**src/rtl/fc_seq_pkg.sv**
```systemverilog
// Shared types and pipeline latencies for the fully connected layer sequencer.
package fc_seq_pkg;

  typedef enum logic [2:0] {
    IDLE,
    LOAD_X,
    BIAS,
    MAC,
    DRAIN,
    OUT,
    DONE
  } state_t;

  // Weight ROM read plus multiplier output register.
  localparam int MAC_PIPE_LAT = 2;
  // Registered read of the bias ROM.
  localparam int ROM_LAT = 1;

endpackage

```
**src/rtl/fc_seq_delay_line.sv**
```systemverilog
// Fixed-depth single-bit shift register used to align control strobes with datapath latency.
module fc_seq_delay_line #(
  parameter int DEPTH = 1
) (
  input  logic clk,
  input  logic reset,
  input  logic din,
  output logic dout
);

  logic [DEPTH-1:0] sr_q;

  // NOTE: sequential state is updated with non-blocking assignments so every stage
  // samples its neighbour's old value and the shift order is irrelevant.
  always_ff @(posedge clk or negedge reset) begin
    if (!reset) begin
      sr_q <= '0;
    end else begin
      sr_q[0] <= din;
      for (int i = 1; i < DEPTH; i++) begin
        sr_q[i] <= sr_q[i-1];
      end
    end
  end

  assign dout = sr_q[DEPTH-1];

endmodule

```
**src/rtl/fc_layer_sequencer.sv**
```systemverilog
// Control path for one M x N fully connected layer: loads x, sequences bias/MAC/drain/output per row.
// Optional double-buffered x RAM when FC_SEQ_XBUF_EN is defined.
module fc_layer_sequencer
  import fc_seq_pkg::*;
#(
  parameter int M    = 8,
  parameter int N    = 8,
  parameter int LOGM = $clog2(M),
  parameter int LOGN = $clog2(N),
  parameter int LOGW = $clog2(M*N)
) (
  input  logic            clk,
  input  logic            reset,
  input  logic            s_valid,
  output logic            s_ready,
  input  logic            m_ready,
  output logic            m_valid,
  output logic            wr_en_x,
  output logic [LOGN-1:0] addr_x,
  output logic            x_bank,
  output logic [LOGW-1:0] addr_w,
  output logic [LOGM-1:0] addr_b,
  output logic            acc_clear,
  output logic            mac_en,
  output logic            y_load,
  output logic            busy
);

  localparam int LCW = LOGN + 1;
  localparam logic [LOGN:0]   N_LAST     = LCW'(N - 1);
  localparam logic [LOGN-1:0] K_LAST     = LOGN'(N - 1);
  localparam logic [LOGN-1:0] DRAIN_LAST = LOGN'(MAC_PIPE_LAT - 1);
  localparam logic [LOGM-1:0] ROW_LAST   = LOGM'(M - 1);

  state_t          state_q, state_d;
  logic [LOGM-1:0] row_q;
  logic [LOGN-1:0] k_q;
  logic [LOGN:0]   load_cnt_q;
  logic            m_valid_q;
  logic            last_row;
  logic            bias_now;
  logic            issue_now;

`ifdef FC_SEQ_XBUF_EN
  localparam logic [LOGN:0] N_CNT = LCW'(N);
  logic bank_q;
  logic shadow_wr;
`endif

  assign last_row  = (row_q == ROW_LAST);
  assign bias_now  = (state_q == BIAS);
  assign issue_now = (state_q == MAC);

  // NOTE: every combinational output gets a default before the case so no path
  // leaves a variable unassigned and no latch is inferred.
  always_comb begin
    state_d = state_q;
    s_ready = 1'b0;
    wr_en_x = 1'b0;
    addr_x  = '0;
    y_load  = 1'b0;
`ifdef FC_SEQ_XBUF_EN
    shadow_wr = 1'b0;
    // MAC owns addr_x for reads, so shadow-bank writes are taken in the other compute states.
    if (state_q inside {BIAS, DRAIN, OUT, DONE}) begin
      s_ready   = (load_cnt_q != N_CNT);
      wr_en_x   = s_valid && s_ready;
      addr_x    = load_cnt_q[LOGN-1:0];
      shadow_wr = wr_en_x;
    end
`endif
    case (state_q)
      IDLE, LOAD_X: begin
        // Gating with reset keeps every output at 0 while reset is held.
        s_ready = reset;
        wr_en_x = s_valid && s_ready;
        addr_x  = load_cnt_q[LOGN-1:0];
        if (wr_en_x) begin
          state_d = (load_cnt_q == N_LAST) ? BIAS : LOAD_X;
        end
      end
      BIAS: state_d = MAC;
      MAC: begin
        addr_x = k_q;
        if (k_q == K_LAST) state_d = DRAIN;
      end
      DRAIN: begin
        if (k_q == DRAIN_LAST) state_d = OUT;
      end
      OUT: begin
        if (!m_valid_q || m_ready) begin
          y_load = 1'b1;
          if (!last_row) begin
            state_d = BIAS;
          end else begin
`ifdef FC_SEQ_XBUF_EN
            state_d = ((load_cnt_q + LCW'(wr_en_x)) == N_CNT) ? BIAS : LOAD_X;
`else
            state_d = DONE;
`endif
          end
        end
      end
      DONE: begin
        if (m_valid_q && m_ready) state_d = IDLE;
      end
      default: state_d = IDLE;
    endcase
  end

  always_ff @(posedge clk or negedge reset) begin
    if (!reset) state_q <= IDLE;
    else        state_q <= state_d;
  end

  always_ff @(posedge clk or negedge reset) begin
    if (!reset) begin
      row_q      <= '0;
      k_q        <= '0;
      load_cnt_q <= '0;
      m_valid_q  <= 1'b0;
    end else begin
      // A new vector starts computing: the (shadow) load count restarts from 0.
      if ((state_q == LOAD_X || (state_q == OUT && last_row)) && state_d == BIAS) begin
        load_cnt_q <= '0;
      end else if (wr_en_x) begin
        load_cnt_q <= load_cnt_q + LCW'(1);
      end

      if (y_load) begin
        row_q <= last_row ? '0 : row_q + LOGM'(1);
      end

      // k doubles as the drain counter; it restarts whenever MAC or DRAIN is left.
      if (state_q inside {MAC, DRAIN}) begin
        k_q <= (state_d != state_q) ? '0 : k_q + LOGN'(1);
      end

      if (y_load) begin
        m_valid_q <= 1'b1;
      end else if (m_valid_q && m_ready) begin
        m_valid_q <= 1'b0;
      end
    end
  end

`ifdef FC_SEQ_XBUF_EN
  always_ff @(posedge clk or negedge reset) begin
    if (!reset) begin
      bank_q <= 1'b0;
    end else if (y_load && last_row) begin
      bank_q <= ~bank_q;
    end
  end

  // Reads and LOAD_X writes use the active bank; compute-time writes target the other one.
  assign x_bank = bank_q ^ shadow_wr;
`else
  assign x_bank = 1'b0;
`endif

  fc_seq_delay_line #(.DEPTH(ROM_LAT)) u_clear_dly (
    .clk   (clk),
    .reset (reset),
    .din   (bias_now),
    .dout  (acc_clear)
  );

  fc_seq_delay_line #(.DEPTH(MAC_PIPE_LAT)) u_mac_dly (
    .clk   (clk),
    .reset (reset),
    .din   (issue_now),
    .dout  (mac_en)
  );

  assign addr_w  = issue_now ? (LOGW'(row_q) * LOGW'(N) + LOGW'(k_q)) : '0;
  assign addr_b  = row_q;
  assign m_valid = m_valid_q;
  assign busy    = (state_q != IDLE);

endmodule

```
**config.mk**
```make
export PLATFORM = sky130hd
export DESIGN_NAME = fc_layer_sequencer
export DESIGN_NICKNAME = d
export VERILOG_FILES = /design/src/rtl/fc_seq_pkg.sv /design/src/rtl/fc_seq_delay_line.sv /design/src/rtl/fc_layer_sequencer.sv
export SDC_FILE = /design/constraint.sdc
export NUM_CORES = 1
export LEC_CHECK = 0
export ABC_AREA = 1
export CAP_MARGIN = 10
export CORE_UTILIZATION = 53
export DETAILED_ROUTE_END_ITERATION = 10
export PLACE_DENSITY_LB_ADDON = 0.08
export RECOVER_POWER = 25
export SYNTH_ARGS = -nofsm -noshare
export SYNTH_HDL_FRONTEND = slang
export SYNTH_SLANG_ARGS = --single-unit
```
**constraint.sdc**
```tcl
create_clock -name clk -period 4.78 [get_ports clk]
set_clock_uncertainty 0.1 [all_clocks]
set_input_delay 0.717 -clock clk [delete_from_list [all_inputs] [get_ports clk]]
set_output_delay 0.717 -clock clk [all_outputs]
set_load 0.05 [all_outputs]
```
### Word-level counts from Yosys, hierarchy flattened

Index checks and enable logic that the tools add are counted.

| cells by class | value |
|---|---|
| $add $sub $neg | 4 |
| $mul | 0 |
| divide/modulo/power cells | 0 |
| $lt $le $gt $ge | 0 |
| equality and inequality tests | 12 |
| shifts and indexed selects | 0 |
| muxes and demuxes | 20 |
| bitwise gates (word level) | 0 |
| reduce and logical (&&, ||, !) cells | 13 |

Operators with widths:

| cell | count |
|---|---|
| $mux 3 | 8 |
| $pmux 3 s6 | 1 |
| $eq 3x3->1 const B | 5 |
| $eq 3x2->1 const B | 3 |
| $mux 4 | 2 |
| $add 3x1->3 const B | 2 |
| $add 6x3->6 | 1 |
| $eq 3x1->1 const B | 2 |
| $mux 1 | 6 |
| $mux 6 | 1 |
| $pmux 3 s2 | 1 |
| $reduce_bool 2->1 | 3 |
| $add 4x1->4 const B | 1 |
| $eq 4x3->1 const B | 1 |
| $logic_and 1x1->1 | 4 |
| $logic_not 3->1 | 1 |
| $ne 3x3->1 | 1 |
| $reduce_bool 3->1 | 1 |
| $logic_or 1x1->1 | 2 |
| $mux 2 | 1 |
| $reduce_or 2->1 | 1 |
| $logic_not 1->1 | 1 |

| storage, ports and cells | value |
|---|---|
| bits in registers | 17 |
| bits in latches | 0 |
| memory bits (writable) | 0 |
| ROM bits | 0 |
| word-level logic and storage cells | 56 |
| memories kept | 0 |

### Longest topological paths before layout

Gate-level depths: netlist of run 1.

| depth | value |
|---|---|
| word-level depth | 7 |
| mapped depth | 10 |
| mapped depth without buffers | 10 |

### Modules after synthesis

From an unflattened synthesis of run 1, not the netlist that was laid out.

| second synthesis, totals | value |
|---|---|
| cells, all modules | 139 |
| area total of the unflattened synthesis | 1052.3 µm² |

By module, submodules not included:

| module | instances | cells each | area an instance (µm²) | seq. area each (µm²) |
|---|---|---|---|---|
| fc_layer_sequencer | 1 | 136 | 977.2 | 350.3 |
| fc_seq_delay_line at u_mac_dly | 1 | 2 | 50.0 | 50.0 |
| fc_seq_delay_line at u_clear_dly | 1 | 1 | 25.0 | 25.0 |

### Worst setup path before layout of run 1

OpenSTA, ideal clock, no wires.

| path | value |
|---|---|
| kind | flip-flop to output port |
| start | register state_q[2] |
| end | output addr_x[0] |
| arrival | 1.909 ns |
| required time | 3.963 ns |
| slack | 2.054 ns |
| cell stages (with the launch flop) | 6 |
| buffers on the path | 2 |
| cell sequence | dfrtp_1 > buf_6 > inv_2 > nand3_1 > buf_2 > o21ai_0 |

| between the ends | value |
|---|---|
| cells in the longest elaborated chain, start to end | 3 |
| elaborated cells on any way between the ends | 5 |

Ends and longest elaborated chain:

| element | RTL line | RTL |
|---|---|---|
| start: declaration | fc_layer_sequencer.sv:35 | `state_t state_q, state_d;` |
| start signal: assignment | fc_layer_sequencer.sv:113 | `else state_q <= state_d;` |
| $eq 3x1->1 or $logic_not 3->1 (tied branches) | fc_layer_sequencer.sv:72 | `case (state_q)` |
| $reduce_or 2->1 | fc_layer_sequencer.sv:72 |  |
| $pmux 3 s2 (*) | fc_layer_sequencer.sv:72 |  |
| end: declaration | fc_layer_sequencer.sv:19 | `output logic [LOGN-1:0] addr_x,` |

Mark *: on every way between the ends. The rest lies on a longest branch, timed or not.

### Worst setup path in the final report of run 1

| path | value |
|---|---|
| start | input reset |
| end | output wr_en_x |

| between the ends | value |
|---|---|
| cells in the longest elaborated chain, start to end | 2 |

Ends and longest elaborated chain:

| element | RTL line | RTL |
|---|---|---|
| start: declaration | fc_layer_sequencer.sv:13 | `input logic reset,` |
| $logic_and 1x1->1 | fc_layer_sequencer.sv:76 | `wr_en_x = s_valid && s_ready;` |
| $mux 1 | fc_layer_sequencer.sv:72 |  |
| end: declaration | fc_layer_sequencer.sv:18 | `output logic wr_en_x,` |

No other way between the ends.

==> key figures, run 1 <==
Yosys
  • FF+latch count, synth: 17
  • Synth cell types: 24
  • Top cell type's share of synthesized area: 40.3%
  • Area of the mapped netlist: 1050 um^2
  • Mapped Cells: 137
  • Simple-gate area share of the yosys netlist: 34.2%
  • Cell taking the most area after synthesis: dfrtp_1
  • Syn_area_per_cell: 7.70 um^2
  • Mux cell area share after synthesis: 1.07%
  • Count leader, synth: nand2_1
  • Synth Area in Compound Gates: 3.80%
  • Adder-cell share of the synthesized area: 7.12%
  • Mapped Nets: 147
  • Ys Warns: 0
  • Synth top cells by count: 33 x nand2_1, 23 x nor2_1, 17 x dfrtp_1, 17 x inv_1, 8 x o21ai_0
  • Post-synth ARST share: 100%
  • Sequential fraction of the synthesis area: 40.3%
  • Top post-synthesis cells by area: dfrtp_1 40%, nand2_1 12%, nor2_1 8.2%
  • Main combinational cell family by area after synthesis: simple AND/OR/NAND/NOR gates
  • Post-synth EDFFs: 0
  • Post-synthesis xor/xnor area fraction: 2.49%
  • Main synth FF type: dfrtp_1

Placement
  • # port buffers: 22
  • Gpl congestion: 0.866
  • Setup slack after placement: 1.28 ns
  • Dpl hpwl: 1.55 mm
  • DP Area: 1290 um^2

Global route
  • Global router's overall resource usage: 21.9%
  • Number of global-route vias before repair: 804
  • Largest net degree at the start of global routing: 20
  • Grt total ovfl: 0
  • Initial antenna violation count: 0
  • First-pass GRT wire length: 3.28 mm

STA
  • Max-slew violations: 0
  • Final hold violation count: 0
  • Final setup margin: 1.24 ns
  • Slew @ Worst Pin: 0.512 ns
  • Final period util: 74.1%
  • Fmax achieved: 0.282 GHz
  • Rel. slew slack: 65.8%
  • Hold slack: 0.266 ns
  • Setup violations, final: 0
  • RSZ-0062 raised after global routing: no
  • Period minus WS final: 3.54 ns
  • Setup_tns: 0 ns

Pwr
  • Overall Power: 0.739 mW
  • Peak supply drop: 0.406 mV
  • Pwr Density: 561 nW/um^2
  • Leak Pwr: 0.660 nW

Finish
  • Final #Nets: 172
  • Cell area after layout: 1320 um^2
  • Syn-to-layout area delta: 24.9%
  • Diode count: 0
  • Share of layout cells above drive strength 1: 12.4%

Drt
  • Vias: 909
  • Routed met3 length: 97 um
  • Total Wirelength: 2.04 mm
  • Met2 wire len: 975 um
  • 1st-iter DRT viols: 29
  • Post-route ant nets: 0
  • Post-route DRC: 0
  • Highest Signal Layer: met4
  • DRT Pass-1 Iters: 4
  • Drt wl/cell: 11.0 um
  • Metal-1 WL: 950 um
  • Drt via density: 4.89

Floorplanning
  • Initial core utilization: 58.5%
  • Die area: 2170 um^2
  • Row count: 15
  • Die Span Y: 46.6 um
  • Core area: 1800 um^2
  • Die span in x: 46.6 um
  • IO Pins: 24

CTS
  • TritonCTS Sinks: 17
  • CTS Root Cell: clkbuf_4
  • Clock buffer depth: 2
  • Post-CTS sizing: 0
  • CTS Hold Bufs: 0
  • TritonCTS clock tree: done
  • Reg clk slew, reported paths: 0.10 ns
  • H-Tree Depth: 1
  • Post-CTS Setup Bufs: 0
  • Clock latency on the worst-skew pair: 0.29 ns
  • Number of CTS-inserted buffers: 3

Job
  • Max Cap Viol: 0

Min path
  • Hold Crit Class: reg2reg

Worst setup path
  • Worst setup EP type: output pin
  • Reg2reg path depth: 7
  • Crit-path max FO: 19
  • RR Endpoint: load_cnt_q[0]$_DFFE_PN0P_
  • Worst Path Arrival: 2.73 ns
  • Worst path required time: 3.96 ns
  • Worst Setup SP: reset
  • Critical Path Sink: wr_en_x
  • Reg-to-reg startpoint: state_q[2]$_DFF_PN0_
  • R2R setup slack: 2.89 ns
  • Setup CP Type: in2out
  • Critical path startpoint category: input port

Status
  • Status: finished, final reports clean
[cell families after synthesis]
family          count (synthesis)
mux                             1
xor+xnor                        3
buf+inv                        26
flops                          17
compound gates                  8
simple gates                   75
fa+ha+maj                       6
other cells                     1
[report_power, final]
group	leakage [nW]	total [mW]	internal, mW	switching (mW)
logic	0.421	0.425	0.142	0.283
registers	0.221	0.235	0.190	0.0451
clock network	0.0177	0.0785	0.0311	0.0474
[registers in the layout (all words and copies together) (netlist names)]
register,flops
addr_b,3
k_q,3
u_clear_dly.dout,1
load_cnt_q,4
state_q,3
u_mac_dly.sr_q,2
m_valid,1
[worst max-delay path: stages]
cell and delay, ns:
dlygate4sd3_1 0.52, buf_4 0.26, nand2_1 0.22, nor2_8 0.19, clkdlybuf4s50_1 0.82
[through the flow]
stage                     cells  utilization [%]
after detailed placement    182             71.6
final                       186             73.1
after floorplan             137                -
after CTS                   186             73.1
after global placement      182             71.6
after global routing        186             73.1
[how the worst min path moves through the flow]
stage | startpoint | to | slack [ns] | cells after the start
after global routing | u_mac_dly.sr_q[0]$_DFF_PN0_ | u_mac_dly.sr_q[1]$_DFF_PN0_ | 0.28 | 0
after detailed placement | u_mac_dly.sr_q[0]$_DFF_PN0_ | u_mac_dly.sr_q[1]$_DFF_PN0_ | 0.25 | 0
after global placement | u_mac_dly.sr_q[0]$_DFF_PN0_ | u_mac_dly.sr_q[1]$_DFF_PN0_ | 0.23 | 0
final | u_mac_dly.sr_q[0]$_DFF_PN0_ | u_mac_dly.sr_q[1]$_DFF_PN0_ | 0.27 | 0
after CTS | u_mac_dly.sr_q[0]$_DFF_PN0_ | u_mac_dly.sr_q[1]$_DFF_PN0_ | 0.27 | 0
after floorplan | u_mac_dly.sr_q[0]$_DFF_PN0_ | u_mac_dly.sr_q[1]$_DFF_PN0_ | 0.23 | 0
[final cells by class]
cell class	count	area [um^2]
multi-input cells	94	517
fillers	154	484
flip-flops and latches	17	425
repair buffers	23	228
inverters	23	88.8
well taps	25	31.3
clock buffers	3	22.5
clock inverters	1	5.00
[per-layer routing]
metal	GRT usage, %	up-vias
met5	0	-
met4	9.71	0
met3	5.49	2
met2	33.9	23
met1	28.6	411
li1	-	473
[placed cells by master, fill, tap and decap left out, types with 2 or more instances in the layout]
cell / synthesis / final
clkbuf_4: 0 / 3
clkdlybuf4s50_1: 0 / 21
dfrtp_1: 17 / 17
ha_1: 6 / 6
inv_1: 17 / 18
inv_2: 5 / 4
nand2_1: 33 / 33
nand3_1: 6 / 6
nand3_2: 2 / 2
nand4_1: 4 / 4
nor2_1: 23 / 23
nor2_2: 2 / 2
o21ai_0: 8 / 8
xnor2_1: 2 / 2
Note: power is estimated with default switching activity, not from simulation.
==> run 2, diff against run 1 <==
--- a/config.mk
+++ b/config.mk
@@ -7,7 +7,7 @@
 export LEC_CHECK = 0
 export ABC_AREA = 1
 export CAP_MARGIN = 10
-export CORE_UTILIZATION = 53
+export CORE_UTILIZATION = 44
 export DETAILED_ROUTE_END_ITERATION = 10
 export PLACE_DENSITY_LB_ADDON = 0.08
 export RECOVER_POWER = 25
==> constraint.sdc (replaced) <==
create_clock -name clk -period 3.2 [get_ports clk]
set_clock_uncertainty 0.1 [all_clocks]
set_input_delay 0.48 -clock clk [delete_from_list [all_inputs] [get_ports clk]]
set_output_delay 0.48 -clock clk [all_outputs]
set_load 0.05 [all_outputs]
==> run 2 against run 1 <==
  * Sequential share of layout area is 0.15 points lower
  * Critical path depth is 1 lower
  * Worst setup slack worse by 0.97 ns
  * Via count is 3.4% lower
  * Register-to-register slack worse by 1.5 ns
  * Total power is 49% higher
  * Largest cell class unchanged
  * Largest power group unchanged
  * Highest routed layer unchanged
==> key figures, run 2 (synthesis gave the netlist of run 1 again) <==
Pwr
  • Logic pwr share: 57.3% (-0.2 points)
  • Leak Pwr: 0.658 nW (-0.26%)
  • Pwr Density: 834 nW/um^2 (+49%)
  • Clock share of power: 10.7% (about the same)
  • Pint: 0.546 mW (+50%)
  • Peak supply drop: 0.543 mV (+34%)
  • Switching share of power: 50.5% (-0.33 points)
  • Sequential group share of total power: 32.0% (+0.2 points)
  • Overall Power: 1.10 mW (+49%)
  • Net switching power: 0.557 mW (+48%)

STA
  • Hold slack: 0.266 ns (-0.0000470 ns)
  • RSZ-0062 raised after global routing: no
  • Setup_tns: 0 ns (unchanged)
  • Final setup margin: 0.262 ns (-0.974 ns)
  • Period minus WS final: 2.94 ns
  • Max-slew violations: 0 (unchanged)
  • Rel. slew slack: 54.0% (-12 points)
  • Fmax achieved: 0.340 GHz
  • Final hold violation count: 0 (unchanged)
  • Setup violations, final: 0 (unchanged)
  • Slew @ Worst Pin: 0.690 ns (+0.178 ns)
  • Final period util: 91.8%

CTS
  • Clock latency on the worst-skew pair: 0.29 ns (about the same)
  • Reg clk slew, reported paths: 0.10 ns (about the same)
  • Post-CTS Setup Bufs: 0 (unchanged)
  • CTS Hold Bufs: 0 (unchanged)
  • Post-CTS sizing: 0 (unchanged)
  • TritonCTS Sinks: 17 (unchanged)
  • TritonCTS clock tree: done
  • H-Tree Depth: 1 (unchanged)
  • CTS Root Cell: clkbuf_4
  • Clock buffer depth: 2 (unchanged)
  • Number of CTS-inserted buffers: 3 (unchanged)

Finish
  • Commonest cells after routing, fill and taps aside: 33 x nand2_1, 23 x nor2_1, 19 x clkdlybuf4s50_1
  • Diode count: 0 (unchanged)
  • Syn-to-layout area delta: 25.5%
  • Fillers: 204 (+32%)
  • Share of layout cells above drive strength 1: 13.0% (+0.62 points)
  • Final #Nets: 172 (unchanged)
  • Flip-flop count of the largest register after layout: 4 (unchanged)
  • Cell area after layout: 1320 um^2 (+0.48%)
  • Commonest non-fill, non-tap cell in the layout: nand2_1
  • Biggest register: load_cnt_q

Drt
  • DRT Pass-1 Iters: 4 (unchanged)
  • Vias: 878 (-3.4%)
  • Drt wl/cell: 10.7 um (-2.4%)
  • Metal-1 WL: 994 um (+4.6%)
  • Post-route DRC: 0 (unchanged)
  • Met2 wire len: 938 um (-3.8%)
  • Total Wirelength: 2.02 mm (-0.83%)
  • Drt via density: 4.65 (-4.9%)
  • Routed met3 length: 59 um (-39%)
  • Post-route ant nets: 0 (unchanged)
  • 1st-iter DRT viols: 26 (-10%)
  • Highest Signal Layer: met4

Worst setup path
  • Critical path startpoint category: register
  • Crit path cell chain: inv_2, nand3_1, o21ai_0, clkdlybuf4s50_1
  • Reg2reg path depth: 7 (unchanged)
  • Worst path required time: 2.62 ns (-1.34 ns)
  • Worst Path Arrival: 2.36 ns (-0.37 ns)
  • Critical Path Slowest Stage Cell: clkdlybuf4s50_1
  • Worst setup EP type: output pin
  • Worst stage delay on the critical path: 0.83 ns (about the same)
  • Setup CP Type: reg2out
  • Crit-path max FO: 12 (-7)

Global route
  • Grt total ovfl: 0 (unchanged)
  • Largest net degree at the start of global routing: 14 (-30%)
  • First-pass GRT wire length: 3.28 mm (-0.21%)
  • Number of global-route vias before repair: 762 (-5.2%)
  • Initial antenna violation count: 0 (unchanged)
  • Global router's overall resource usage: 17.4% (-4.5 points)

Job
  • Max Cap Viol: 0 (unchanged)

Floorplanning
  • Die Span Y: 51.0 um (+9.3%)
  • Die area: 2600 um^2 (+20%)
  • Row count: 17 (+2)
  • Die span in x: 51.0 um (+9.3%)
  • Core area: 2230 um^2 (+24%)
  • IO Pins: 24 (unchanged)
  • Initial core utilization: 47.2% (-11 points)

Placement
  • Dpl hpwl: 1.61 mm (+3.8%)
  • DP Area: 1300 um^2 (+0.87%)
  • Gpl congestion: 0.835 (-3.6%)
  • # port buffers: 22 (unchanged)
  • Setup slack after placement: 0.398 ns (-0.883 ns)

Min path
  • Cells on Worst Hold Path: 0 (unchanged)
  • Hold Crit Class: reg2reg

Status
  • Status: finished, final reports clean
==> run 2: cell count changes in the layout (fill, tap and decap cells not counted), sizes merged <==
cell           delta
buf               +1
clkbuf            +2
clkdlybuf4s50     -2
clkinv            -1
==> run 2: worst paths after layout <==
kind                                             start                           to  slack (ns)
max                               state_q[2]$_DFF_PN0_                    addr_x[1]        0.26
min                        u_mac_dly.sr_q[0]$_DFF_PN0_  u_mac_dly.sr_q[1]$_DFF_PN0_        0.27
max reg2reg                       state_q[2]$_DFF_PN0_    load_cnt_q[1]$_DFFE_PN0P_        1.35
min reg2reg                u_mac_dly.sr_q[0]$_DFF_PN0_  u_mac_dly.sr_q[1]$_DFF_PN0_        0.27
max in group asynchronous                        reset        addr_b[1]$_DFFE_PN0P_        1.70
min in group asynchronous                        reset    load_cnt_q[2]$_DFFE_PN0P_        0.39
==> run 2: power by group through the flow <==
stage	Clock (mW)	Sequential, mW	Combinational, mW
after detailed placement	0	0.357	0.638
after CTS	0.119	0.354	0.639
after global routing	0.129	0.366	0.691
final	0.118	0.353	0.633
after floorplan	0	0.402	0.410
after global placement	0	0.355	0.628
==> run 2: area by class of cell <==
cell class                      count  area (um^2)  share of cell area (%)
Multi-Input combinational cell     94          517                    39.0
Sequential cell                    17          425                    32.1
Timing Repair Buffer               23          231                    17.5
Inverter                           23         88.8                    6.71
Tap cell                           28         35.0                    2.65
Clock buffer                        4         26.3                    1.98
==> run 2: routing by layer <==
metal	global-route usage, %	up-vias
met5	0	-
met4	8.33	0
met3	3.57	4
met2	27.6	15
met1	22.3	389
li1	-	470
==> run 2: metrics by stage <==
step | util [%] | instances
5_1_grt | 59.3 | 189
3_5_place_dp | 58.3 | 185
2_1_floorplan | - | 137
4_1_cts | 59.4 | 189
6_report | 59.3 | 189
3_3_place_gp | 58.3 | 185
==> run 2: critical path: cells and delay by family, from the launching register on <==
kind | cells | cell delay (ns)
AND/OR/NAND/NOR | 1 | 0.32
buffers and inverters | 2 | 0.95
AO/OA/AOI/OAI | 1 | 0.27
flip-flops | 1 | 0.52
==> run 3, diff against run 2 <==
--- a/config.mk
+++ b/config.mk
@@ -7,7 +7,7 @@
 export LEC_CHECK = 0
 export ABC_AREA = 1
 export CAP_MARGIN = 10
-export CORE_UTILIZATION = 44
+export CORE_UTILIZATION = 53
 export DETAILED_ROUTE_END_ITERATION = 10
 export PLACE_DENSITY_LB_ADDON = 0.08
 export RECOVER_POWER = 25
==> constraint.sdc (replaced) <==
create_clock -name clk -period 3.6 [get_ports clk]
set_clock_uncertainty 0.1 [all_clocks]
set_input_delay 0.54 -clock clk [delete_from_list [all_inputs] [get_ports clk]]
set_output_delay 0.54 -clock clk [all_outputs]
set_load 0.05 [all_outputs]
==> run 3 against run 2 <==
  * Hold slack improved by 0.0029 ns
  * Critical path depth unchanged
  * Non-clock buffer count unchanged
  * Clock power decreased by 13%
  * Combinational power decreased by 11%
  * Core utilization increased by 14 points
  * Global-route usage increased by 5.2 points
  * Via count increased by 4.7%
  * Flip-flop and latch count unchanged
  * Final cell count decreased by 1.6%
  * Critical endpoint unchanged
  * Largest power group unchanged
  * Highest routed layer unchanged
==> key figures, run 3 (synthesis gave the netlist of run 1 again) <==
Status
  • Status: finished, final reports clean

Floorplanning
  • IO Pins: 24 (unchanged)
  • Die Span Y: 46.6 um (-8.5%)
  • Die area: 2170 um^2 (-16%)
  • Row count: 15 (-2)
  • Die span in x: 46.6 um (-8.5%)
  • Core area: 1800 um^2 (-19%)
  • Initial core utilization: 58.5% (+11 points)

Finish
  • Share of layout cells above drive strength 1: 13.7% (+0.62 points)
  • Diode count: 0 (unchanged)
  • Final #Nets: 172 (unchanged)
  • Biggest register: load_cnt_q
  • Syn-to-layout area delta: 25.9%
  • Commonest non-fill, non-tap cell in the layout: nand2_1
  • Commonest cells after routing, fill and taps aside: 33 x nand2_1, 23 x nor2_1, 20 x clkdlybuf4s50_1
  • Flip-flop count of the largest register after layout: 4 (unchanged)

Drt
  • Vias: 919 (+4.7%)
  • Post-route DRC: 0 (unchanged)
  • Total Wirelength: 2.08 mm (+2.7%)
  • Drt wl/cell: 11.2 um (+4.4%)
  • Drt via density: 4.94 (+6.4%)
  • Post-route ant nets: 0 (unchanged)
  • 1st-iter DRT viols: 14 (-46%)
  • DRT Pass-1 Iters: 5 (+1)

Pwr
  • Pwr Density: 740 nW/um^2 (-11%)
  • Leak Pwr: 0.664 nW (+0.79%)
  • Peak supply drop: 0.428 mV (-21%)

Global route
  • Number of global-route vias before repair: 827 (+8.5%)
  • Largest net degree at the start of global routing: 19 (+5)
  • Global router's overall resource usage: 22.5% (+5.2 points)
  • First-pass GRT wire length: 3.42 mm (+4.2%)
  • Initial antenna violation count: 0 (unchanged)
  • Grt total ovfl: 0 (unchanged)

Worst setup path
  • Crit path cell chain: inv_2, nand3_1, o21ai_0, clkdlybuf4s50_1
  • Setup CP Type: reg2out
  • Reg2reg path depth: 7 (unchanged)
  • Critical path startpoint category: register
  • Worst setup EP type: output pin
  • Critical path's top delay family: buffers and inverters
  • WP buf/inv: 2 (unchanged)
  • Critical Path Sink: addr_x[1]
  • Worst Path Arrival: 2.40 ns (+0.04 ns)
  • R2R setup slack: 1.73 ns (+0.38 ns)
  • RR Endpoint: load_cnt_q[3]$_DFFE_PN0P_
  • Worst stage delay on the critical path: 0.83 ns (about the same)
  • Worst path required time: 2.96 ns (+0.34 ns)
  • Reg-to-reg startpoint: state_q[2]$_DFF_PN0_
  • Critical path depth: 4 (unchanged)
  • Critical Path Slowest Stage Cell: clkdlybuf4s50_1
  • Crit-path max FO: 12 (unchanged)
  • Worst Setup SP: state_q[2]$_DFF_PN0_

STA
  • Hold slack: 0.269 ns (+0.00291 ns)
  • Max-slew violations: 0 (unchanged)
  • Setup_tns: 0 ns (unchanged)
  • Final period util: 84.4%
  • Slew @ Worst Pin: 0.499 ns (-0.191 ns)
  • Setup violations, final: 0 (unchanged)
  • Final hold violation count: 0 (unchanged)
  • Fmax achieved: 0.329 GHz
  • Period minus WS final: 3.04 ns
  • RSZ-0062 raised after global routing: no
  • Rel. slew slack: 66.6% (+13 points)

CTS
  • CTS Hold Bufs: 0 (unchanged)
  • Post-CTS sizing: 0 (unchanged)
  • TritonCTS clock tree: done
  • Reg clk slew, reported paths: 0.10 ns (about the same)
  • TritonCTS Sinks: 17 (unchanged)
  • Clock latency on the worst-skew pair: 0.29 ns (about the same)
  • Post-CTS Setup Bufs: 0 (unchanged)
  • CTS Root Cell: clkbuf_4
  • Number of CTS-inserted buffers: 3 (unchanged)
  • H-Tree Depth: 1 (unchanged)
  • Clock buffer depth: 2 (unchanged)

Min path
  • Hold Crit Class: reg2reg

Placement
  • Dpl hpwl: 1.68 mm (+4.3%)
  • # port buffers: 22 (unchanged)
  • Gpl congestion: 0.788 (-5.7%)

Job
  • Max Cap Viol: 0 (unchanged)
-- run 3: cell types whose count changed in the layout (fill, tap and decap cells not counted), sizes merged --
cell	change
clkbuf	-2
clkdlybuf4s50	+1
clkinv	+1
-- run 3: how the worst min path moves through the flow --
stage	startpoint	endpoint	slack (ns)	cells after the start
3_3_place_gp	u_mac_dly.sr_q[0]$_DFF_PN0_	u_mac_dly.sr_q[1]$_DFF_PN0_	0.24	0
4_1_cts	u_mac_dly.sr_q[0]$_DFF_PN0_	u_mac_dly.sr_q[1]$_DFF_PN0_	0.27	0
6_report	u_mac_dly.sr_q[0]$_DFF_PN0_	u_mac_dly.sr_q[1]$_DFF_PN0_	0.27	0
2_1_floorplan	reset	addr_b[0]$_DFFE_PN0P_	0.14	0
5_1_grt	u_mac_dly.sr_q[0]$_DFF_PN0_	u_mac_dly.sr_q[1]$_DFF_PN0_	0.28	0
3_5_place_dp	u_mac_dly.sr_q[0]$_DFF_PN0_	u_mac_dly.sr_q[1]$_DFF_PN0_	0.25	0
-- run 3: layout make-up --
class                   count  area (um^2)
multi-input cells          94          517
fillers                   158          474
flip-flops and latches     17          425
repair buffers             23          238
inverters                  23         88.8
well taps                  25         31.3
clock buffers               3         22.5
clock inverters             1         5.00
-- run 3: power by group --
group	total (mW)	internal (mW)	switching, mW
combinational	0.565	0.191	0.373
sequential	0.314	0.253	0.0619
clock	0.103	0.0413	0.0619
total	0.982	0.485	0.497
-- run 3: through the flow --
| stage | total power [mW] | area [um^2] | worst slack (ns) | cells | util (%) |
|---|---|---|---|---|---|
| 2_1_floorplan | 0.722 | 1050 | 1.05 | 137 | - |
| 3_3_place_gp | 0.871 | 1300 | 0.695 | 182 | 72.2 |
| 3_5_place_dp | 0.887 | 1300 | 0.665 | 182 | 72.2 |
| 4_1_cts | 0.991 | 1330 | 0.561 | 186 | 73.7 |
| 5_1_grt | 1.06 | 1330 | 0.414 | 186 | 73.7 |
| 6_report | 0.982 | 1330 | 0.560 | 186 | 73.7 |
-- run 3: per-layer routing --
metal / share of wire (%) / track usage [%] / up-vias
li1: - / - / 466
met1: 45 / 27.9 / 436
met2: 52 / 39.7 / 15
met3: 2.2 / 2.35 / 2
met4: 0.72 / 8.57 / 0
met5: 0 / 0 / -
